File: config.mk
export PLATFORM = sky130hd
export DESIGN_NAME = emulador_cabina
export DESIGN_NICKNAME = d
export VERILOG_FILES = /design/src/rtl/ascensor_pkg.sv /design/src/rtl/modelo_puerta.sv /design/src/rtl/emulador_cabina.sv
export SDC_FILE = /design/constraint.sdc
export NUM_CORES = 1
export LEC_CHECK = 0
export CAP_MARGIN = 5
export CORE_ASPECT_RATIO = 0.75
export CORE_MARGIN = 2
export CORE_UTILIZATION = 58
export CTS_CLUSTER_DIAMETER = 100
export CTS_CLUSTER_SIZE = 40
export DETAILED_ROUTE_END_ITERATION = 8
export PLACE_DENSITY = 0.95
export SLEW_MARGIN = 20
export SYNTH_ARGS = -nofsm -noshare
export SYNTH_HDL_FRONTEND = slang
export SYNTH_SLANG_ARGS = --single-unit
File: constraint.sdc
create_clock -name clk -period 3.16 [get_ports clk]
set_clock_uncertainty 0.05 [all_clocks]
set_input_delay 0.948 -clock clk [delete_from_list [all_inputs] [get_ports clk]]
set_output_delay 0.948 -clock clk [all_outputs]
set_load 0.01 [all_outputs]
File: src/rtl/ascensor_pkg.sv
// rtl/ascensor_pkg.sv - encodings shared by the elevator controller and the car emulator
package ascensor_pkg;

  localparam logic [1:0] MOTOR_PARO = 2'b00;
  localparam logic [1:0] MOTOR_SUBE = 2'b01;
  localparam logic [1:0] MOTOR_BAJA = 2'b10;

  localparam logic [1:0] PUERTA_MANTENER = 2'b00;
  localparam logic [1:0] PUERTA_ABRIR    = 2'b01;
  localparam logic [1:0] PUERTA_CERRAR   = 2'b10;

  localparam logic [1:0] CERRADA = 2'b00;
  localparam logic [1:0] PARCIAL = 2'b01;
  localparam logic [1:0] ABIERTA = 2'b11;

  localparam logic [1:0] FALLA_NINGUNA      = 2'b00;
  localparam logic [1:0] FALLA_MOVIMIENTO   = 2'b01;
  localparam logic [1:0] FALLA_SOBRECARRERA = 2'b10;
  localparam logic [1:0] FALLA_PUERTA       = 2'b11;

  // Simultaneous faults resolve to the lowest code.
  function automatic logic [1:0] codigo_prioritario(input logic mov, input logic sobre,
                                                    input logic puerta);
    if (mov)         return FALLA_MOVIMIENTO;
    else if (sobre)  return FALLA_SOBRECARRERA;
    else if (puerta) return FALLA_PUERTA;
    else             return FALLA_NINGUNA;
  endfunction

endpackage

File: src/rtl/modelo_puerta.sv
// rtl/modelo_puerta.sv - door travel counter with saturation, obstruction hold and state decode
module modelo_puerta
  import ascensor_pkg::*;
#(
  parameter int CICLOS_PUERTA = 8
) (
  input  logic       clk,
  input  logic       rst_n,
  input  logic [1:0] puertas,
  input  logic       obstaculo,
  input  logic       en_piso,
  output logic       cerrada,
  output logic [1:0] puertas_abiertas,
  output logic       sensor_puertas,
  output logic       falla_puerta
);

  localparam int PW = $clog2(CICLOS_PUERTA + 1);
  localparam logic [PW-1:0] POS_MAX = PW'(CICLOS_PUERTA);

  logic [PW-1:0] pos, pos_next;
  logic [1:0]    estado_next;

  always_comb begin
    pos_next     = pos;
    falla_puerta = 1'b0;
    case (puertas)
      PUERTA_ABRIR: begin
        if (!en_piso)           falla_puerta = 1'b1;
        else if (pos != POS_MAX) pos_next = pos + 1'b1;
      end
      PUERTA_CERRAR: begin
        if (!obstaculo && pos != '0) pos_next = pos - 1'b1;
      end
      default: ;
    endcase
  end

  always_comb begin
    estado_next = PARCIAL;
    if (pos_next == '0)          estado_next = CERRADA;
    else if (pos_next == POS_MAX) estado_next = ABIERTA;
  end

  // The car interlock looks at the door position before this cycle's update.
  assign cerrada = (pos == '0);

  always_ff @(posedge clk or negedge rst_n) begin
    if (!rst_n) begin
      pos              <= '0;
      puertas_abiertas <= CERRADA;
      sensor_puertas   <= 1'b0;
    end else begin
      pos              <= pos_next;
      puertas_abiertas <= estado_next;
      sensor_puertas   <= obstaculo && (pos_next != '0);
    end
  end

endmodule

File: src/rtl/emulador_cabina.sv
// rtl/emulador_cabina.sv - elevator car, shaft and door plant model with illegal-command detection
module emulador_cabina
  import ascensor_pkg::*;
#(
  parameter int CICLOS_PISO   = 16,
  parameter int CICLOS_PUERTA = 8,
  parameter int PISO_INICIAL  = 0
) (
  input  logic       clk,
  input  logic       rst_n,
  input  logic [1:0] motor,
  input  logic [1:0] puertas,
  input  logic       obstaculo,
  output logic       cambio_piso,
  output logic [1:0] puertas_abiertas,
  output logic       sensor_puertas,
  output logic [1:0] piso_actual,
  output logic       falla,
  output logic [1:0] codigo_falla
);

  localparam int DW = $clog2(CICLOS_PISO);
  localparam logic [DW-1:0] DESP_MAX   = DW'(CICLOS_PISO - 1);
  localparam logic [DW-1:0] DESP_UNO   = DW'(1);
  localparam logic [1:0]    PISO_RESET = 2'(PISO_INICIAL);

  logic [1:0]    piso_base, piso_base_next;
  logic [DW-1:0] desp, desp_next;
  logic          llegada, en_piso, cerrada, sube, baja;
  logic          falla_mov, falla_sobre, falla_puerta;

  assign en_piso = (desp == '0);
  assign sube    = (motor == MOTOR_SUBE);
  assign baja    = (motor == MOTOR_BAJA);

  modelo_puerta #(.CICLOS_PUERTA(CICLOS_PUERTA)) u_puerta (
    .clk              (clk),
    .rst_n            (rst_n),
    .puertas          (puertas),
    .obstaculo        (obstaculo),
    .en_piso          (en_piso),
    .cerrada          (cerrada),
    .puertas_abiertas (puertas_abiertas),
    .sensor_puertas   (sensor_puertas),
    .falla_puerta     (falla_puerta)
  );

  always_comb begin
    piso_base_next = piso_base;
    desp_next      = desp;
    llegada        = 1'b0;
    falla_mov      = (sube || baja) && !cerrada;
    falla_sobre    = en_piso && ((sube && piso_base == 2'd3) || (baja && piso_base == 2'd0));
    if (cerrada && !falla_sobre) begin
      if (sube) begin
        if (desp != DESP_MAX) begin
          desp_next = desp + 1'b1;
        end else begin
          desp_next      = '0;
          piso_base_next = piso_base + 2'd1;
          llegada        = 1'b1;
        end
      end else if (baja) begin
        if (desp > DESP_UNO) begin
          desp_next = desp - 1'b1;
        end else if (desp == DESP_UNO) begin
          desp_next = '0;
          llegada   = 1'b1;
        end else begin
          // Leaving a floor downward: the segment now belongs to the floor below.
          piso_base_next = piso_base - 2'd1;
          desp_next      = DESP_MAX;
        end
      end
    end
  end

  always_ff @(posedge clk or negedge rst_n) begin
    if (!rst_n) begin
      piso_base    <= PISO_RESET;
      desp         <= '0;
      piso_actual  <= PISO_RESET;
      cambio_piso  <= 1'b0;
      falla        <= 1'b0;
      codigo_falla <= FALLA_NINGUNA;
    end else begin
      piso_base   <= piso_base_next;
      desp        <= desp_next;
      cambio_piso <= llegada;
      if (llegada) piso_actual <= piso_base_next;
      if (!falla && (falla_mov || falla_sobre || falla_puerta)) begin
        falla        <= 1'b1;
        codigo_falla <= codigo_prioritario(falla_mov, falla_sobre, falla_puerta);
      end
    end
  end

endmodule

### Yosys cells after proc, flatten, opt, wreduce, memory -nomap -nowiden

Cells that the tools add are included.

| storage, ports and cells | value |
|---|---|
| bits in registers | 19 |
| input port bits | 7 |

| cells by class | value |
|---|---|
| add/sub/neg operators | 6 |
| order comparisons | 1 |
| equal/unequal tests | 9 |
| multiplexer cells | 28 |
| reduce and logical (&&, ||, !) cells | 24 |

Operators with widths:

| operator | number |
|---|---|
| $mux W4 | 8 |
| $mux W2 | 11 |
| $logic_not A4 Y1 | 3 |
| $add A4 B1 Y4 const B | 2 |
| $logic_and A1 B1 Y1 | 8 |
| $mux W1 | 8 |
| $ne A4 B4 Y1 const B | 2 |
| $pmux W4 S2 | 1 |
| $reduce_bool A4 Y1 | 2 |
| $sub A4 B1 Y4 const B | 2 |
| $eq A2 B2 Y1 const B | 3 |
| $eq A2 B1 Y1 const B | 2 |
| $eq A4 B1 Y1 const B | 1 |
| $eq A4 B4 Y1 const B | 1 |
| $gt A4 B1 Y1 const B | 1 |
| $logic_not A1 Y1 | 4 |
| $logic_or A1 B1 Y1 | 4 |
| $add A2 B1 Y2 const B | 1 |
| $logic_not A2 Y1 | 1 |
| $reduce_and A2 Y1 | 1 |
| $reduce_bool A2 Y1 | 1 |
| $sub A2 B1 Y2 const B | 1 |

### Logic depth before layout (Yosys ltp)

| depth | value |
|---|---|
| depth in word-level cells | 7 |
| gate-level depth with buffers | 8 |
| depth with buffers taken out | 8 |

### By module

Synthesis repeated with hierarchy kept, for this count alone.

| second synthesis, totals | value |
|---|---|
| cell total of the unflattened synthesis | 148 |
| area, all modules | 1408.9 µm² |

By module, submodules not included:

| module | instances | cells an instance | area each (µm²) |
|---|---|---|---|
| emulador_cabina | 1 | 87 | 835.8 |
| modelo_puerta | 1 | 61 | 573.0 |

### Worst setup path before layout

OpenSTA, ideal clock, no wires.

| timing | value |
|---|---|
| kind | input to register |
| start | in motor[1] |
| end | reg piso_actual[1] |
| data arrival time | 2.356 ns |
| setup slack | 0.629 ns |
| stages | 8 |
| buffers on the path | 1 |
| cells stage by stage | inv_1 > ha_1 > clkbuf_1 > nor3_1 > nand4b_1 > mux2_2 > o22a_1 > mux2_2 |

| between the ends | value |
|---|---|
| longest elaborated chain between the ends | 7 |
| elaborated cells on any way between the ends | 14 |

Ends and longest elaborated chain:

| element | RTL line | text |
|---|---|---|
| start, declared | emulador_cabina.sv:11 | `input logic [1:0] motor,` |
| $eq A2 B1 Y1 or $eq A2 B2 Y1 (tied branches) | emulador_cabina.sv:33, emulador_cabina.sv:34 |  |
| $logic_and A1 B1 Y1 | emulador_cabina.sv:53 | `falla_sobre = en_piso && ((sube && piso_base == 2'd3) \|\| (baja && piso_base == 2'd0));` |
| $logic_or A1 B1 Y1 | emulador_cabina.sv:53 |  |
| $logic_and A1 B1 Y1 | emulador_cabina.sv:53 |  |
| $logic_not A1 Y1 | emulador_cabina.sv:54 | `if (cerrada && !falla_sobre) begin` |
| $logic_and A1 B1 Y1 | emulador_cabina.sv:54 |  |
| $mux W2 * | emulador_cabina.sv:54 |  |
| named net piso_base_next[1] | emulador_cabina.sv:27 | `logic [1:0] piso_base, piso_base_next;` |
| end signal, assigned | emulador_cabina.sv:90 | `if (llegada) piso_actual <= piso_base_next;` |
| end, declared | emulador_cabina.sv:17 | `output logic [1:0] piso_actual,` |

The timed path passes the listed nets; every way through them passes the cells marked *.
A chain may end at the register's enable or synchronous reset.

### Worst setup path in the final report

| timing | value |
|---|---|
| start | in puertas[0] |
| end | reg u_puerta.sensor_puertas |

| between the ends | value |
|---|---|
| longest elaborated chain between the ends | 4 |
| elaborated cells on any way between the ends | 5 |

Ends and longest elaborated chain:

| element | RTL line | text |
|---|---|---|
| start, declared | emulador_cabina.sv:12 | `input logic [1:0] puertas,` |
| $eq A2 B2 Y1 or $eq A2 B1 Y1 (tied branches) | modelo_puerta.sv:27 | `case (puertas)` |
| $pmux W4 S2 * | modelo_puerta.sv:27 |  |
| named net u_puerta.pos_next[0] | modelo_puerta.sv:21 | `logic [PW-1:0] pos, pos_next;` |
| $reduce_bool A4 Y1 * | modelo_puerta.sv:56 | `sensor_puertas <= obstaculo && (pos_next != '0);` |
| $logic_and A1 B1 Y1 * | modelo_puerta.sv:56 |  |
| end signal, assigned | modelo_puerta.sv:56 |  |
| end, declared | modelo_puerta.sv:14 | `output logic sensor_puertas,` |

Marked as above.

==> flow_summary_export.csv <==
group,metric,value,unit
cts,cts_made_buffers,3,
timing,max_slew.worst_pin.slew,0.826,ns
routing,drc,0,
global_routing,antenna_found_initial,0,
run,maxCapViolations,0,
die,core,2050,um^2
finish,fill_cells,130,
cts,cts_post_setup_buffers_inserted,0,
critical_path,path_class,"input port to flip-flop",
pwr,p_switching,0.000478,W
placement,io_buffer_count,15,
critical_path,cpPeakStageDelay,0.55,ns
die,ios,16,
timing,max_freq,353,MHz
pwr,power_density,740,nW/um^2
critical_path,slowest_stage,"or4_1",
routing,wl_met3,245,um
routing,vias,1114,
logic_synthesis,ys_ff_latch,19,
critical_path,crit_arrival,3.00,ns
critical_path,required,3.33,ns
pwr,p_comb_share,50.0,%
critical_path,r2r.worst_path.cells,7,
finish,diodes,0,
cts,path_clk_slew,0.11,ns
critical_path,cp_max_fo,6,
routing,highest_layer,"met4",
cts,worstSkewPairLatency,0.31,ns
timing,fin_crit,2.83,ns
logic_synthesis,postSynthAreaPerCell,9.61,um^2
cts,numClockSinks,19,
cts,cts_tree,"yes",
hold_path,hold_depth,2,
global_routing,groute.usage.overall,24.9,%
placement,place_congestion,0.957,
logic_synthesis,ys_types,43,
timing,layout_setup_ws,0.329,ns
finish,layout_common_cells,"dfrtp_1 (19), inv_1 (18), clkdlybuf4s50_1 (15), a21oi_1 (12), ha_1 (12)",
pwr,sw_frac_of_total,43.3,%
run_status,outcome,"completed",
cts,htree_levels,1,
cts,cts_resized,0,
timing,setup_viol,0,
routing,wl_per_cell,16.9,um
global_routing,grt_max_degree,20,
logic_synthesis,ys_seq_area_share,37.2,%
timing,rsz0062_at_grt,"false",
critical_path,path_cells,"clkdlybuf4s50_1 > inv_1 > ha_1 > or4_1 > a22oi_1 > nor2_1 > a31oi_1",
critical_path,cp-end-kind,"flip-flop",
placement,hpwlAfterDp,2290,um
cts,root_buffer,"clkbuf_4",
cts,clockBufferDepth,2,
cts,postCtsHoldBufs,0,
finish,layout.nets,172,
finish,final_layout_size_suffix_gt1_share,11.2,%
logic_synthesis,synthFlopType,"dfrtp_1",
logic_synthesis,synthArstFlopShare,100,%
routing,met1_length,1260,um
timing,fin_crit_sh,89.6,%
logic_synthesis,synthCells,133,
routing,drt-total-wl,2970,um
finish,layout_commonest_cell,"dfrtp_1",
pwr,internal_power,0.000626,W
global_routing,grt_pass1_wl,4840,um
pwr,p_leak,0.657,nW
pwr,p_total,0.00110,W
pwr,p_clk_share,11.8,%
logic_synthesis,syn-num-nets,152,
placement,post-place-ws,-0.00968,ns
global_routing,first_global_vias,1048,
finish,area_delta_synth_final,16.7,%
timing,slew-limit-headroom,44.8,%
routing,drtPass1Iterations,4,
hold_path,hp-class,"flip-flop to flip-flop",
routing,ant_nets,0,
die,start_util,62.3,%
timing,finalHoldViolCount,0,
die,die_h,44.6,um
global_routing,grt_overflow_total,0,
logic_synthesis,synth_area,1280,um^2
timing,drv_slew,0,
routing,drt-vias-per-instance,6.33,
logic_synthesis,synth-edff-count,0,
pwr,power_frac_seq,38.2,%
pwr,peakVddDrop,0.597,mV
routing,dr.first_iter.drc_count,58,
logic_synthesis,yosys_warnings,0,
critical_path,critPathLaunchType,"input port",
die,row_count,14,
die,dieWidth,58.2,um
die,die_area,2600,um^2
routing,met2WireLength,1420,um
## critical path: cells and delay by family
family | cells | cell delay (ns)
adders and majority gates | 1 | 0.37
buffers and inverters | 2 | 0.53
AOI/OAI and AO/OA | 2 | 0.47
and+or+nand+nor | 2 | 0.68
## layer usage
| metal | up-vias | track usage, % |
|---|---|---|
| met4 | 0 | 6.98 |
| met1 | 538 | 31.8 |
| met2 | 48 | 43.4 |
| met5 | - | 0 |
| li1 | 521 | - |
| met3 | 7 | 5.26 |
## synth_stat cells, types with 3 or more instances
cell	count	area share, %
a21oi_1	12	4.7
a22oi_1	4	2.4
a31oi_1	4	2.0
dfrtp_1	19	37
ha_1	12	12
inv_1	18	5.3
mux2_2	3	2.6
nand3_1	3	1.2
nand3b_1	3	1.8
nor2_1	7	2.1
o21ai_0	6	2.4
## sequential cells by signal, summed over array words and instances, names as in the netlist
register                   count
desp                           4
u_puerta.pos                   4
codigo_falla                   2
piso_actual                    2
piso_base                      2
u_puerta.puertas_abiertas      2
cambio_piso                    1
falla                          1
u_puerta.sensor_puertas        1
## layout make-up
class                      instances  area [um^2]  area share (%)
clock buffer                       3         22.5            1.51
clock inverter                     1         7.51           0.504
inverter                          18         67.6            4.53
multi-input combinational         93          714            47.9
sequential                        19          475            31.9
tap                               24         30.0            2.02
timing repair buffer              18          173            11.6
## final timing paths
path | from | end | slack [ns]
min in group asynchronous | rst_n | cambio_piso | 1.05
setup / recovery | puertas[0] | u_puerta.sensor_puertas | 0.33
hold reg to reg | codigo_falla[0] | codigo_falla[0] | 0.47
hold / removal | codigo_falla[0] | codigo_falla[0] | 0.47
setup reg to reg | desp[0] | u_puerta.sensor_puertas | 0.84
max in group asynchronous | rst_n | u_puerta.pos[1] | 1.50
## power groups by stage
stage / clock (W) / combinational, W / sequential [W]
finish: 0.000130 / 0.000552 / 0.000421
detailed placement: 0 / 0.000542 / 0.000420
floorplan: 0 / 0.000404 / 0.000386
CTS: 0.000133 / 0.000548 / 0.000415
global placement: 0 / 0.000507 / 0.000409
global route: 0.000146 / 0.000603 / 0.000431
## metrics by stage
| step | hold WS, ns | area [um^2] | cells | utilization (%) | TNS (ns) |
|---|---|---|---|---|---|
| floorplan | 0.474 | 1280 | 133 | - | 0 |
| global placement | 0.440 | 1460 | 172 | 71.2 | 0 |
| detailed placement | 0.445 | 1460 | 172 | 71.2 | -0.00968 |
| CTS | 0.473 | 1490 | 176 | 72.7 | 0 |
| global route | 0.508 | 1490 | 176 | 72.7 | 0 |
| finish | 0.468 | 1490 | 176 | 72.7 | 0 |
## cells by family (layout without fill, tap and decap cells)
kind of cell | after synthesis | in the layout | share of synthesized area, %
mux | 3 | 3 | 2.64
flops | 19 | 19 | 37.2
compound gates | 43 | 43 | 23.6
xor+xnor | 2 | 2 | 1.37
fa+ha+maj | 12 | 12 | 11.8
simple gates | 33 | 33 | 16.6
buf+inv | 21 | 40 | 6.85
(Power assumes the default switching activity.)
